## src/rtl/parity_serializer_if.sv

```systemverilog
// Word-parallel producer to serial-link handshake bundle for parity_serializer.
// The master side is the word producer; the slave side is the serializer.
interface parity_serializer_if #(
   parameter int WIDTH = 8
);
   logic [WIDTH-1:0] data_in;
   logic             odd_sel;
   logic             in_valid;
   logic             in_ready;
   logic             ser_out;
   logic             ser_valid;
   logic             frame_start;
   logic             par_slot;
   logic             busy;

   modport master (
      output data_in,
      output odd_sel,
      output in_valid,
      input  in_ready,
      input  ser_out,
      input  ser_valid,
      input  frame_start,
      input  par_slot,
      input  busy
   );

   modport slave (
      input  data_in,
      input  odd_sel,
      input  in_valid,
      output in_ready,
      output ser_out,
      output ser_valid,
      output frame_start,
      output par_slot,
      output busy
   );
endinterface

```

## src/rtl/parity_serializer.sv

```systemverilog
// Parity serializer: accepts a WIDTH-bit word over valid/ready, shifts it out
// LSB first on a single wire, then appends one even/odd parity bit.
// A frame is WIDTH data cycles followed by one parity cycle; a new word may be
// accepted during the parity cycle so back-to-back frames have no gap.
module parity_serializer #(
   parameter int WIDTH = 8
) (
   input logic               clk,
   input logic               rst_n,
   parity_serializer_if.slave bus
);

   localparam int CW = $clog2(WIDTH + 1);

   localparam logic [1:0] IDLE = 2'd0;
   localparam logic [1:0] DATA = 2'd1;
   localparam logic [1:0] PAR  = 2'd2;

   // Counter value while the last data bit is on the wire.
   localparam logic [CW-1:0] LAST_BIT = CW'(WIDTH - 1);

   // Parity bit to emit: running XOR of the data bits, inverted for odd mode.
   function automatic logic par_bit(input logic acc_v, input logic odd_v);
      return acc_v ^ odd_v;
   endfunction

   logic [1:0]       state,       state_d;
   logic [WIDTH-1:0] shift_reg,   shift_d;
   logic [CW-1:0]    cnt,         cnt_d;
   logic             acc,         acc_d;
   logic             odd_q,       odd_d;
   logic             ser_out_q,   ser_out_d;
   logic             ser_valid_q, ser_valid_d;
   logic             fstart_q,    fstart_d;
   logic             pslot_q,     pslot_d;
   logic             busy_q,      busy_d;
   logic             accept;

   // Ready is a pure state decode so the producer never sees a combinational
   // path from its own valid back to ready.
   assign bus.in_ready = (state == IDLE) || (state == PAR);
   assign accept       = bus.in_valid && bus.in_ready;

   assign bus.ser_out     = ser_out_q;
   assign bus.ser_valid   = ser_valid_q;
   assign bus.frame_start = fstart_q;
   assign bus.par_slot    = pslot_q;
   assign bus.busy        = busy_q;

   // Next-state and next-output decode; outputs are computed one cycle ahead
   // so that every serial-side output comes straight from a flop.
   always_comb begin
      state_d     = state;
      shift_d     = shift_reg;
      cnt_d       = cnt;
      acc_d       = acc;
      odd_d       = odd_q;
      ser_out_d   = 1'b0;
      ser_valid_d = 1'b0;
      fstart_d    = 1'b0;
      pslot_d     = 1'b0;

      case (state)
         IDLE: begin
            state_d = IDLE;
         end
         DATA: begin
            cnt_d   = cnt + 1'b1;
            shift_d = shift_reg >> 1;
            if (cnt == LAST_BIT) begin
               // All data bits have been sent; acc now covers the whole word.
               state_d     = PAR;
               ser_out_d   = par_bit(acc, odd_q);
               ser_valid_d = 1'b1;
               pslot_d     = 1'b1;
            end else begin
               // shift_reg[0] always holds the next bit still to be sent.
               ser_out_d   = shift_reg[0];
               ser_valid_d = 1'b1;
               acc_d       = acc ^ shift_reg[0];
            end
         end
         PAR: begin
            state_d = IDLE;
         end
         default: begin
            state_d = IDLE;
         end
      endcase

      // Accept can only happen in IDLE or PAR; it overrides the default
      // return to IDLE so a parity cycle chains directly into the next word.
      if (accept) begin
         state_d     = DATA;
         shift_d     = {1'b0, bus.data_in[WIDTH-1:1]};
         cnt_d       = '0;
         acc_d       = bus.data_in[0];
         odd_d       = bus.odd_sel;
         ser_out_d   = bus.data_in[0];
         ser_valid_d = 1'b1;
         fstart_d    = 1'b1;
         pslot_d     = 1'b0;
      end

      busy_d = (state_d != IDLE);
   end

   // State, datapath and registered outputs; reset discards any partial frame.
   always_ff @(posedge clk or negedge rst_n) begin
      if (!rst_n) begin
         state       <= IDLE;
         shift_reg   <= '0;
         cnt         <= '0;
         acc         <= 1'b0;
         odd_q       <= 1'b0;
         ser_out_q   <= 1'b0;
         ser_valid_q <= 1'b0;
         fstart_q    <= 1'b0;
         pslot_q     <= 1'b0;
         busy_q      <= 1'b0;
      end else begin
         state       <= state_d;
         shift_reg   <= shift_d;
         cnt         <= cnt_d;
         acc         <= acc_d;
         odd_q       <= odd_d;
         ser_out_q   <= ser_out_d;
         ser_valid_q <= ser_valid_d;
         fstart_q    <= fstart_d;
         pslot_q     <= pslot_d;
         busy_q      <= busy_d;
      end
   end

endmodule

```

## src/flat_wrapper.sv

```systemverilog
// flat-port wrapper written by rule: the top's interface ports become plain ports
module parity_serializer_flat 
#(
   parameter int WIDTH = 8
)
  (clk, rst_n, bus_data_in, bus_odd_sel, bus_in_valid, bus_in_ready, bus_ser_out, bus_ser_valid, bus_frame_start, bus_par_slot, bus_busy);
  parity_serializer_if #(.WIDTH(WIDTH)) bus_i ();
  input logic clk;
  input logic rst_n;
  input wire logic [$bits(bus_i.data_in)-1:0] bus_data_in;
  input wire logic [$bits(bus_i.odd_sel)-1:0] bus_odd_sel;
  input wire logic [$bits(bus_i.in_valid)-1:0] bus_in_valid;
  output wire logic [$bits(bus_i.in_ready)-1:0] bus_in_ready;
  output wire logic [$bits(bus_i.ser_out)-1:0] bus_ser_out;
  output wire logic [$bits(bus_i.ser_valid)-1:0] bus_ser_valid;
  output wire logic [$bits(bus_i.frame_start)-1:0] bus_frame_start;
  output wire logic [$bits(bus_i.par_slot)-1:0] bus_par_slot;
  output wire logic [$bits(bus_i.busy)-1:0] bus_busy;
  assign bus_i.data_in = bus_data_in;
  assign bus_i.odd_sel = bus_odd_sel;
  assign bus_i.in_valid = bus_in_valid;
  assign bus_in_ready = bus_i.in_ready;
  assign bus_ser_out = bus_i.ser_out;
  assign bus_ser_valid = bus_i.ser_valid;
  assign bus_frame_start = bus_i.frame_start;
  assign bus_par_slot = bus_i.par_slot;
  assign bus_busy = bus_i.busy;
  parity_serializer #(.WIDTH(WIDTH)) u_core (.clk(clk), .rst_n(rst_n), .bus(bus_i));
endmodule
```

## config.mk

```make
export PLATFORM = sky130hd
export DESIGN_NAME = parity_serializer_flat
export DESIGN_NICKNAME = d
export VERILOG_FILES = /design/src/rtl/parity_serializer_if.sv /design/src/rtl/parity_serializer.sv /design/src/flat_wrapper.sv
export SDC_FILE = /design/constraint.sdc
export NUM_CORES = 1
export LEC_CHECK = 0
export CORE_UTILIZATION = 30
export CTS_BUF_LIST = sky130_fd_sc_hd__clkbuf_16
export DETAILED_ROUTE_END_ITERATION = 10
export GPL_ROUTABILITY_DRIVEN = 0
export GPL_TIMING_DRIVEN = 0
export PLACE_DENSITY = 0.57
export SLEW_MARGIN = 25
export SYNTH_ARGS = -nofsm -noshare
export SYNTH_HDL_FRONTEND = slang
export SYNTH_SLANG_ARGS = --single-unit
```

## constraint.sdc

```tcl
create_clock -name clk -period 2.2 [get_ports clk]
set_input_delay 0.44 -clock clk [delete_from_list [all_inputs] [get_ports clk]]
set_output_delay 0.44 -clock clk [all_outputs]
set_load 0.02 [all_outputs]
```

# Word-level counts from Yosys, hierarchy flattened
# Cells that the tools add are included.
# W data, S select, Z words.
dict set report totals {
  reg_bits 21
  out_inout_bits 6
  word_cells 42
}
dict set report classes {
  addsub 1
  eq_ne 4
  mux 19
  bitwise_logic 2
  n_reduce_logical 6
}
# operator count
set ops {}
lappend ops {{$mux W8} 2}
lappend ops {{$mux W1} 12}
lappend ops {{$mux W4} 2}
lappend ops {{$mux W2} 3}
lappend ops {{$add A4 B1 Y4 const B} 1}
lappend ops {{$eq A4 B3 Y1 const B} 1}
lappend ops {{$reduce_bool A2 Y1} 2}
lappend ops {{$eq A2 B1 Y1 const B} 1}
lappend ops {{$eq A2 B2 Y1 const B} 1}
lappend ops {{$logic_not A2 Y1} 1}
lappend ops {{$ne A2 B1 Y1 const B} 1}
lappend ops {{$reduce_and A2 Y1} 1}
lappend ops {{$xor A1 B1 Y1} 2}
lappend ops {{$logic_and A1 B1 Y1} 1}
lappend ops {{$logic_or A1 B1 Y1} 1}

# Longest topological paths before layout
# Gate-level depths: netlist of the first run.
dict set report depth {
  depth_word 5
  depth_mapped 4
  ltp_nobuf 4
}

# Worst setup path before layout of the first run
# Ideal clock, no wire load.
dict set report synth_timing {
  kind {flip-flop to flip-flop}
  startpoint {register u_core.cnt[0]}
  endpoint {register u_core.acc}
  setup_time_ns 0.068
  arrival_ns 1.120
  required_ns 2.132
  path_slack_ns 1.012
  path_stages_with_launch 5
  path_buffers 0
  synth_period_minus_slack_ns 1.188
  path_cell_list {dfrtp_1 ha_1 nand3b_2 a311o_1 nand3_1}
}
dict set report synth_via {
  elab_chain_len 3
}
# element line
set synth_rtl {}
lappend synth_rtl {{start, declared} parity_serializer.sv:29} ;# logic [CW-1:0] cnt, cnt_d;
lappend synth_rtl {{start signal, assigned} parity_serializer.sv:124} ;# cnt <= cnt_d;
lappend synth_rtl {{$eq A4 B3 Y1} parity_serializer.sv:70} ;# if (cnt == LAST_BIT) begin
lappend synth_rtl {{$ne A2 B1 Y1 (no line)} --}
lappend synth_rtl {{$reduce_and A2 Y1 (no line)} --}
lappend synth_rtl {{end signal, assigned} parity_serializer.sv:114} ;# acc <= 1'b0;
lappend synth_rtl {{end signal, assigned} parity_serializer.sv:125} ;# acc <= acc_d;
lappend synth_rtl {{end, declared} parity_serializer.sv:30} ;# logic acc, acc_d;
# Every way passes these cells.
# A chain may end at the register's enable or synchronous reset.

# Final worst setup path of the first run
dict set report layout_timing {
  startpoint {register u_core.state[0]}
  endpoint {output port bus_in_ready}
}
dict set report layout_via {
  elab_chain_len 2
}
# element line
set layout_rtl {}
lappend layout_rtl {{start, declared} parity_serializer.sv:27} ;# logic [1:0] state, state_d;
lappend layout_rtl {{start signal, assigned} parity_serializer.sv:122} ;# state <= state_d;
lappend layout_rtl {{$eq A2 B2 Y1 / $logic_not A2 Y1 (equally long branches)} parity_serializer.sv:41} ;# assign bus.in_ready = (state == IDLE) || (state == PAR);
lappend layout_rtl {{$logic_or A1 B1 Y1 (*)} parity_serializer.sv:41}
lappend layout_rtl {{end, declared} flat_wrapper.sv:13} ;# output wire logic [$bits(bus_i.in_ready)-1:0] bus_in_ready;
# Mark *: on every way between the ends. The rest lies on a longest branch, timed or not.

==> results.yml, run 1 <==
yosys:
  netlist_top_cells_count: "dfrtp_1, nand2_1, nor2_1, a31oi_1, nand3_1"
  synthDistinctLibCells: 23
  per_instance_average_area_after_synthesis_um2: 10.3
  ys_ff_latch: 19
  synth.most_common_cell: "dfrtp_1"
  synth_seq_area_share_pct: 58.2
  synth_async_sr_flop_share_pct: 100
  number_of_enable_flip_flop_cells_after_synthesis: 0
  synth_area_um2: 817
  ys_dominant_reg_cell: "dfrtp_1"
  yosys.area.top_type: "dfrtp_1"
  syn_inst: 79
  synth.net_count: 92
  synth_area_leaders: "dfrtp_1, nand2_1, mux2i_1"
  synth.top_cell.area_share_pct: 58.2
  yosys_warnings: 0
place:
  place.port_buffers: 17
  hpwlAfterDp_um: 1160
  worst_setup_slack_before_clock_tree_synthesis_ps: 581
routing:
  drt-met1-wl_um: 755
  dr_wl_cell_um: 12.5
  drc_errors: 0
  vias: 626
  met3_wirelength_um: 71
  drt-pass1-iter-count: 4
  postRouteAntennaNets: 0
  met2WireLength_um: 768
  maxUsedRoutingLayer: "met4"
  detailedRoute.firstIterationViolations: 11
  routed_wl_um: 1630
  drt-vias-per-instance: 4.82
global_route:
  number_of_antenna_violations_at_the_first_check_in_global_routing: 0
  maximum_number_of_pins_on_one_net_before_global_route_repair: 20
  gr-total-overflow: 0
  global_route_usage_over_all_layers_pct: 14.2
  grt_pass1_wl_um: 2870
  grt_pass1_vias: 639
timing:
  setup_viol_count_final: 0
  hold_viol: 0
  grt_setup_unrepaired: "no"
  part_of_the_cycle_the_worst_path_needs_pct: 80.4
  maxClockFrequency_ghz: 0.565
  tightest_slew_ps: 839
  skew_ps: 2.15
  worst_slack_ps: 432
  slew_headroom_pct: 43.9
  fin_crit_ps: 1770
  timing_max_transition_violations_final: 0
  timing.setup.tns_ps: 0
floorplan:
  floorplan.io_pins: 18
  die-width_um: 54.2
  die-area_um2: 2940
  coreArea_um2: 2520
  fp.dieH_um: 54.2
  placement_rows: 18
  effective_utilization_at_floorplan_pct: 32.4
clocking:
  cts_tree: "done"
  root_buffer: "clkbuf_16"
  cts-resized-gates: 0
  post-cts-setup-buffer-count: 0
  clk_transition_reported_paths_ps: 50
  cts_max_path_buffers: 2
  clkLatencyLatePin_ps: 250
  ctsHoldBuffers: 0
  h_tree_depth: 1
  cts_num_sinks: 19
  cts_made_buffers: 3
job:
  timing.max_cap.violations: 0
outcome:
  outcome: "complete, no violations"
cells_and_area:
  layout.core_utilization_pct: 43.8
  antenna_cells_inserted: 0
  syn2layout_area_growth_pct: 35.1
  design.final.nets: 114
  fraction_of_final_layout_cells_sized_beyond_drive_strength_1_pct: 10.0
  largest_register_ff_count: 7
critical_path:
  critical_path.startpoint_type: "flop"
  critPathArrivalTime_ps: 1330
  critical_path.max_fanout: 4
  critical_path_required_ps: 1760
  crit_path_cell_trace: "inv_1, clkdlybuf4s50_1"
  end_kind: "primary output"
  timing.critical_path.slowest_stage_cell: "clkdlybuf4s50_1"
  worst-setup-path-type: "flop to primary output"
  critPathMaxStageDelay_ps: 600
power:
  p_leak_nw: 0.533
  worst_ir_drop_vdd_mv: 0.593
  power_density_nw_per_um2: 1430
worst_hold_path:
  min_path_type: "flop to flop"
[power breakdown]
group	total, mW	internal (mW)	switching (mW)
registers	0.597	0.502	0.0949
clock network	0.365	0.242	0.124
logic	0.616	0.289	0.326
total	1.58	1.03	0.545
[worst max-delay path: cells and delay by family, from the launching register on]
family | cells | cell delay (ps)
buf+inv | 2 | 680
flops | 1 | 400
[per-layer routing]
metal | vias to the layer above | GRT usage [%]
met5 | - | 0
met4 | 0 | 8.55
met3 | 5 | 4.80
met2 | 15 | 20.1
met1 | 295 | 18.4
li1 | 311 | -
[layout by cell type, fill, tap and decap left out, drive strengths merged, types with 2 or more instances in the layout]
cell and count:
clkbuf 4, mux2i 3, a22oi 2, a22o 2, inv 5, nor2 7
nand2 18, nand2b 2, o21ai 2, a31oi 4, nand3 4, buf 3
dfrtp 19, clkdlybuf4s50 17, nand4 2
[final timing paths]
path | slack [ps] | to | cells past startpoint | startpoint
max | 430 | bus_in_ready | 2 | u_core.state[0]
min | 480 | u_core.cnt[3] | 1 | u_core.cnt[3]
max reg2reg | 880 | u_core.acc | 4 | u_core.cnt[0]
min reg2reg | 480 | u_core.cnt[3] | 1 | u_core.cnt[3]
max in group asynchronous | 1010 | u_core.cnt[1] | 1 | rst_n
min in group asynchronous | 670 | u_core.odd_q | 1 | rst_n
[final cells by class]
cell class              count  area, µm²
repair buffers             17        170
multi-input cells          52        305
flip-flops and latches     19        475
plain buffers               4       21.3
inverters                   4       15.0
fillers                   257       1420
clock inverters             1       3.75
clock buffers               3       75.1
well taps                  30       37.5
[cell families after synthesis]
logic type,Yosys count,synth area share [%]
fa+ha+maj,1,1.53
simple gates,35,20.2
flops,19,58.2
buf+inv,8,4.44
compound gates,11,9.49
mux,4,5.05
xor+xnor,1,1.07
[metrics by stage]
| step | cell area [µm²] | hold slack [ps] | std cells | power, mW |
|---|---|---|---|---|
| floorplan | 817 | 144 | 79 | 1.02 |
| global placement | 1020 | 462 | 126 | 1.21 |
| detailed placement | 1020 | 472 | 126 | 1.22 |
| CTS | 1100 | 484 | 130 | 1.60 |
| global route | 1100 | 501 | 130 | 1.72 |
| finish | 1100 | 481 | 130 | 1.58 |
No activity file was read; power rests on OpenSTA's default activity.
==> run 2: changes to the inputs <==
- clock period: 2.2 -> 1.8 ns (I/O delays scaled with it)
==> results of run 2 <==
Same layout as run 1 (identical final DEF). Status: complete, no violations.
Main changes from that run: setup slack after placement 581 ps -> 261 ps; setup slack after layout 432 ps -> 112 ps; register-to-register setup slack 880 ps -> 480 ps; total power 1.58 mW -> 1.93 mW; worst IR drop on VDD 0.593 mV -> 0.725 mV
==> run 3: changes to the inputs <==
- CTS_BUF_LIST: sky130_fd_sc_hd__clkbuf_16 -> not set
==> run 3 against run 2 <==
Net effect:
- utilization shrank 2.0 points
- setup slack got worse by 4.3 ps
- maximum frequency shrank 0.26%
- total power fell by 12%
- clock power down 51%
- via count is 0.16% lower
- die area unchanged
- routed wire length down 0.37%
- sequential share of layout area rose by 2.0 points
- design area is 4.5% lower
- combinational power is essentially flat
- clock skew rose by 0.73 ps
- critical endpoint is now bus_ser_valid
- largest power group unchanged
- highest routed layer unchanged
==> results.yml, run 3 (same netlist as run 1, synthesis figures left out) <==
outcome:
  outcome: "complete, no violations"
cells_and_area:
  design.final.nets: 114
  final-instance-count-excl-fill: 130
  layout.core_utilization_pct: 41.8
  fraction_of_final_layout_cells_sized_beyond_drive_strength_1_pct: 10.0
  syn2layout_area_growth_pct: 28.9
  post-route-cell-area_um2: 1050
  largest_register_ff_count: 7
  num-fill-cells: 265
  most-common-layout-cells: "dfrtp_1, nand2_1, clkdlybuf4s50_1"
  antenna_cells_inserted: 0
  final_common_cell: "dfrtp_1"
floorplan:
  coreArea_um2: 2520
  placement_rows: 18
  floorplan.io_pins: 18
  fp.dieH_um: 54.2
  effective_utilization_at_floorplan_pct: 32.4
  die-width_um: 54.2
  die-area_um2: 2940
power:
  p_leak_nw: 0.518
  power_density_nw_per_um2: 1610
  total_power_mw: 1.70
  worst_ir_drop_vdd_mv: 0.708
routing:
  drt-vias-per-instance: 4.81
  postRouteAntennaNets: 0
  drt-pass1-iter-count: 4
  dr_wl_cell_um: 12.5
  vias: 625
  routed_wl_um: 1620
  detailedRoute.firstIterationViolations: 4
  drc_errors: 0
place:
  numPlacedInstances: 126
  placement.cell_area_um2: 1020
  place.port_buffers: 17
  hpwlAfterDp_um: 1160
  worst_setup_slack_before_clock_tree_synthesis_ps: 261
timing:
  setup_viol_count_final: 0
  tightest_slew_ps: 855
  timing_max_transition_violations_final: 0
  timing.setup.tns_ps: 0
  slew_headroom_pct: 42.8
  skew_ps: 2.88
  maxClockFrequency_ghz: 0.591
  fin_crit_ps: 1690
  worst_hold_slack_across_all_endpoints_ps: 489
  hold_viol: 0
  worst_slack_ps: 107
  part_of_the_cycle_the_worst_path_needs_pct: 94.0
  grt_setup_unrepaired: "no"
critical_path:
  end_kind: "primary output"
  timing.critical_path.from: "u_core.bus.busy"
  critical_path_required_ps: 1440
  crit_path_cell_trace: "buf_4, clkdlybuf4s50_1"
  critPathMaxStageDelay_ps: 580
  timing.critical_path.slowest_stage_cell: "clkdlybuf4s50_1"
  critical_path.startpoint_type: "flop"
  cell_class_contributing_the_biggest_share_of_worst_path_delay: "buffers and inverters"
  critPathArrivalTime_ps: 1330
  critical_path.max_fanout: 2
  start_of_the_worst_register_to_register_path: "u_core.cnt[0]"
  worst-setup-path-type: "flop to primary output"
  worst-path-buf-inv: 2
global_route:
  number_of_antenna_violations_at_the_first_check_in_global_routing: 0
  global_route_usage_over_all_layers_pct: 13.9
  grt_pass1_wl_um: 2820
  grt_pass1_vias: 628
  gr-total-overflow: 0
  maximum_number_of_pins_on_one_net_before_global_route_repair: 20
clocking:
  cts_max_path_buffers: 2
  cts_tree: "done"
  root_buffer: "clkbuf_4"
  clkLatencyLatePin_ps: 290
  cts_num_sinks: 19
  clk_transition_reported_paths_ps: 110
  h_tree_depth: 1
  cts_made_buffers: 3
worst_hold_path:
  min_path_type: "flop to flop"
  min_from: "u_core.cnt[3]"
job:
  timing.max_cap.violations: 0
==> run 3: cell types whose count changed in the layout (fill, tap and decap cells not counted), sizes merged <==
cell | previous run | this run
dlymetal6s2s | 0 | 1
clkbuf | 4 | 5
inv | 5 | 4
clkdlybuf4s50 | 17 | 16
==> run 3: power breakdown <==
part / total, mW / switching, mW / leakage, nW / internal, mW
sequential: 0.727 / 0.116 / 0.236 / 0.611
clock: 0.218 / 0.132 / 0.0150 / 0.0862
combinational: 0.754 / 0.402 / 0.267 / 0.352
==> run 3: path summary, 6_finish.rpt <==
path / to / slack [ps] / cells after the start
setup / recovery: bus_ser_valid / 110 / 2
max in group asynchronous: u_core.shift_reg[4] / 730 / 1
hold / removal: u_core.cnt[3] / 490 / 1
setup reg to reg: u_core.acc / 470 / 4
hold reg to reg: u_core.cnt[3] / 490 / 1
min in group asynchronous: u_core.bus.frame_start / 540 / 1
==> run 3: routing by layer <==
metal	GRT usage [%]	vias up	routed length, µm
met5	0	-	0
met4	8.12	0	22
met3	3.95	4	68
met2	20.3	13	740
met1	17.9	298	790
li1	-	310	-
==> run 3: repair_timing <==
action,CTS,global route
resized for setup,0,1
setup buffers,0,0
setup endpoints to repair,0,1
hold buffers,0,0
==> run 3: layout make-up <==
class	count	area, µm²	share of cell area [%]
plain buffers	4	21.3	2.02
clock buffers	4	26.3	2.49
inverters	4	15.0	1.43
multi-input cells	52	305	29.0
flip-flops and latches	19	475	45.1
well taps	30	37.5	3.56
repair buffers	17	173	16.4
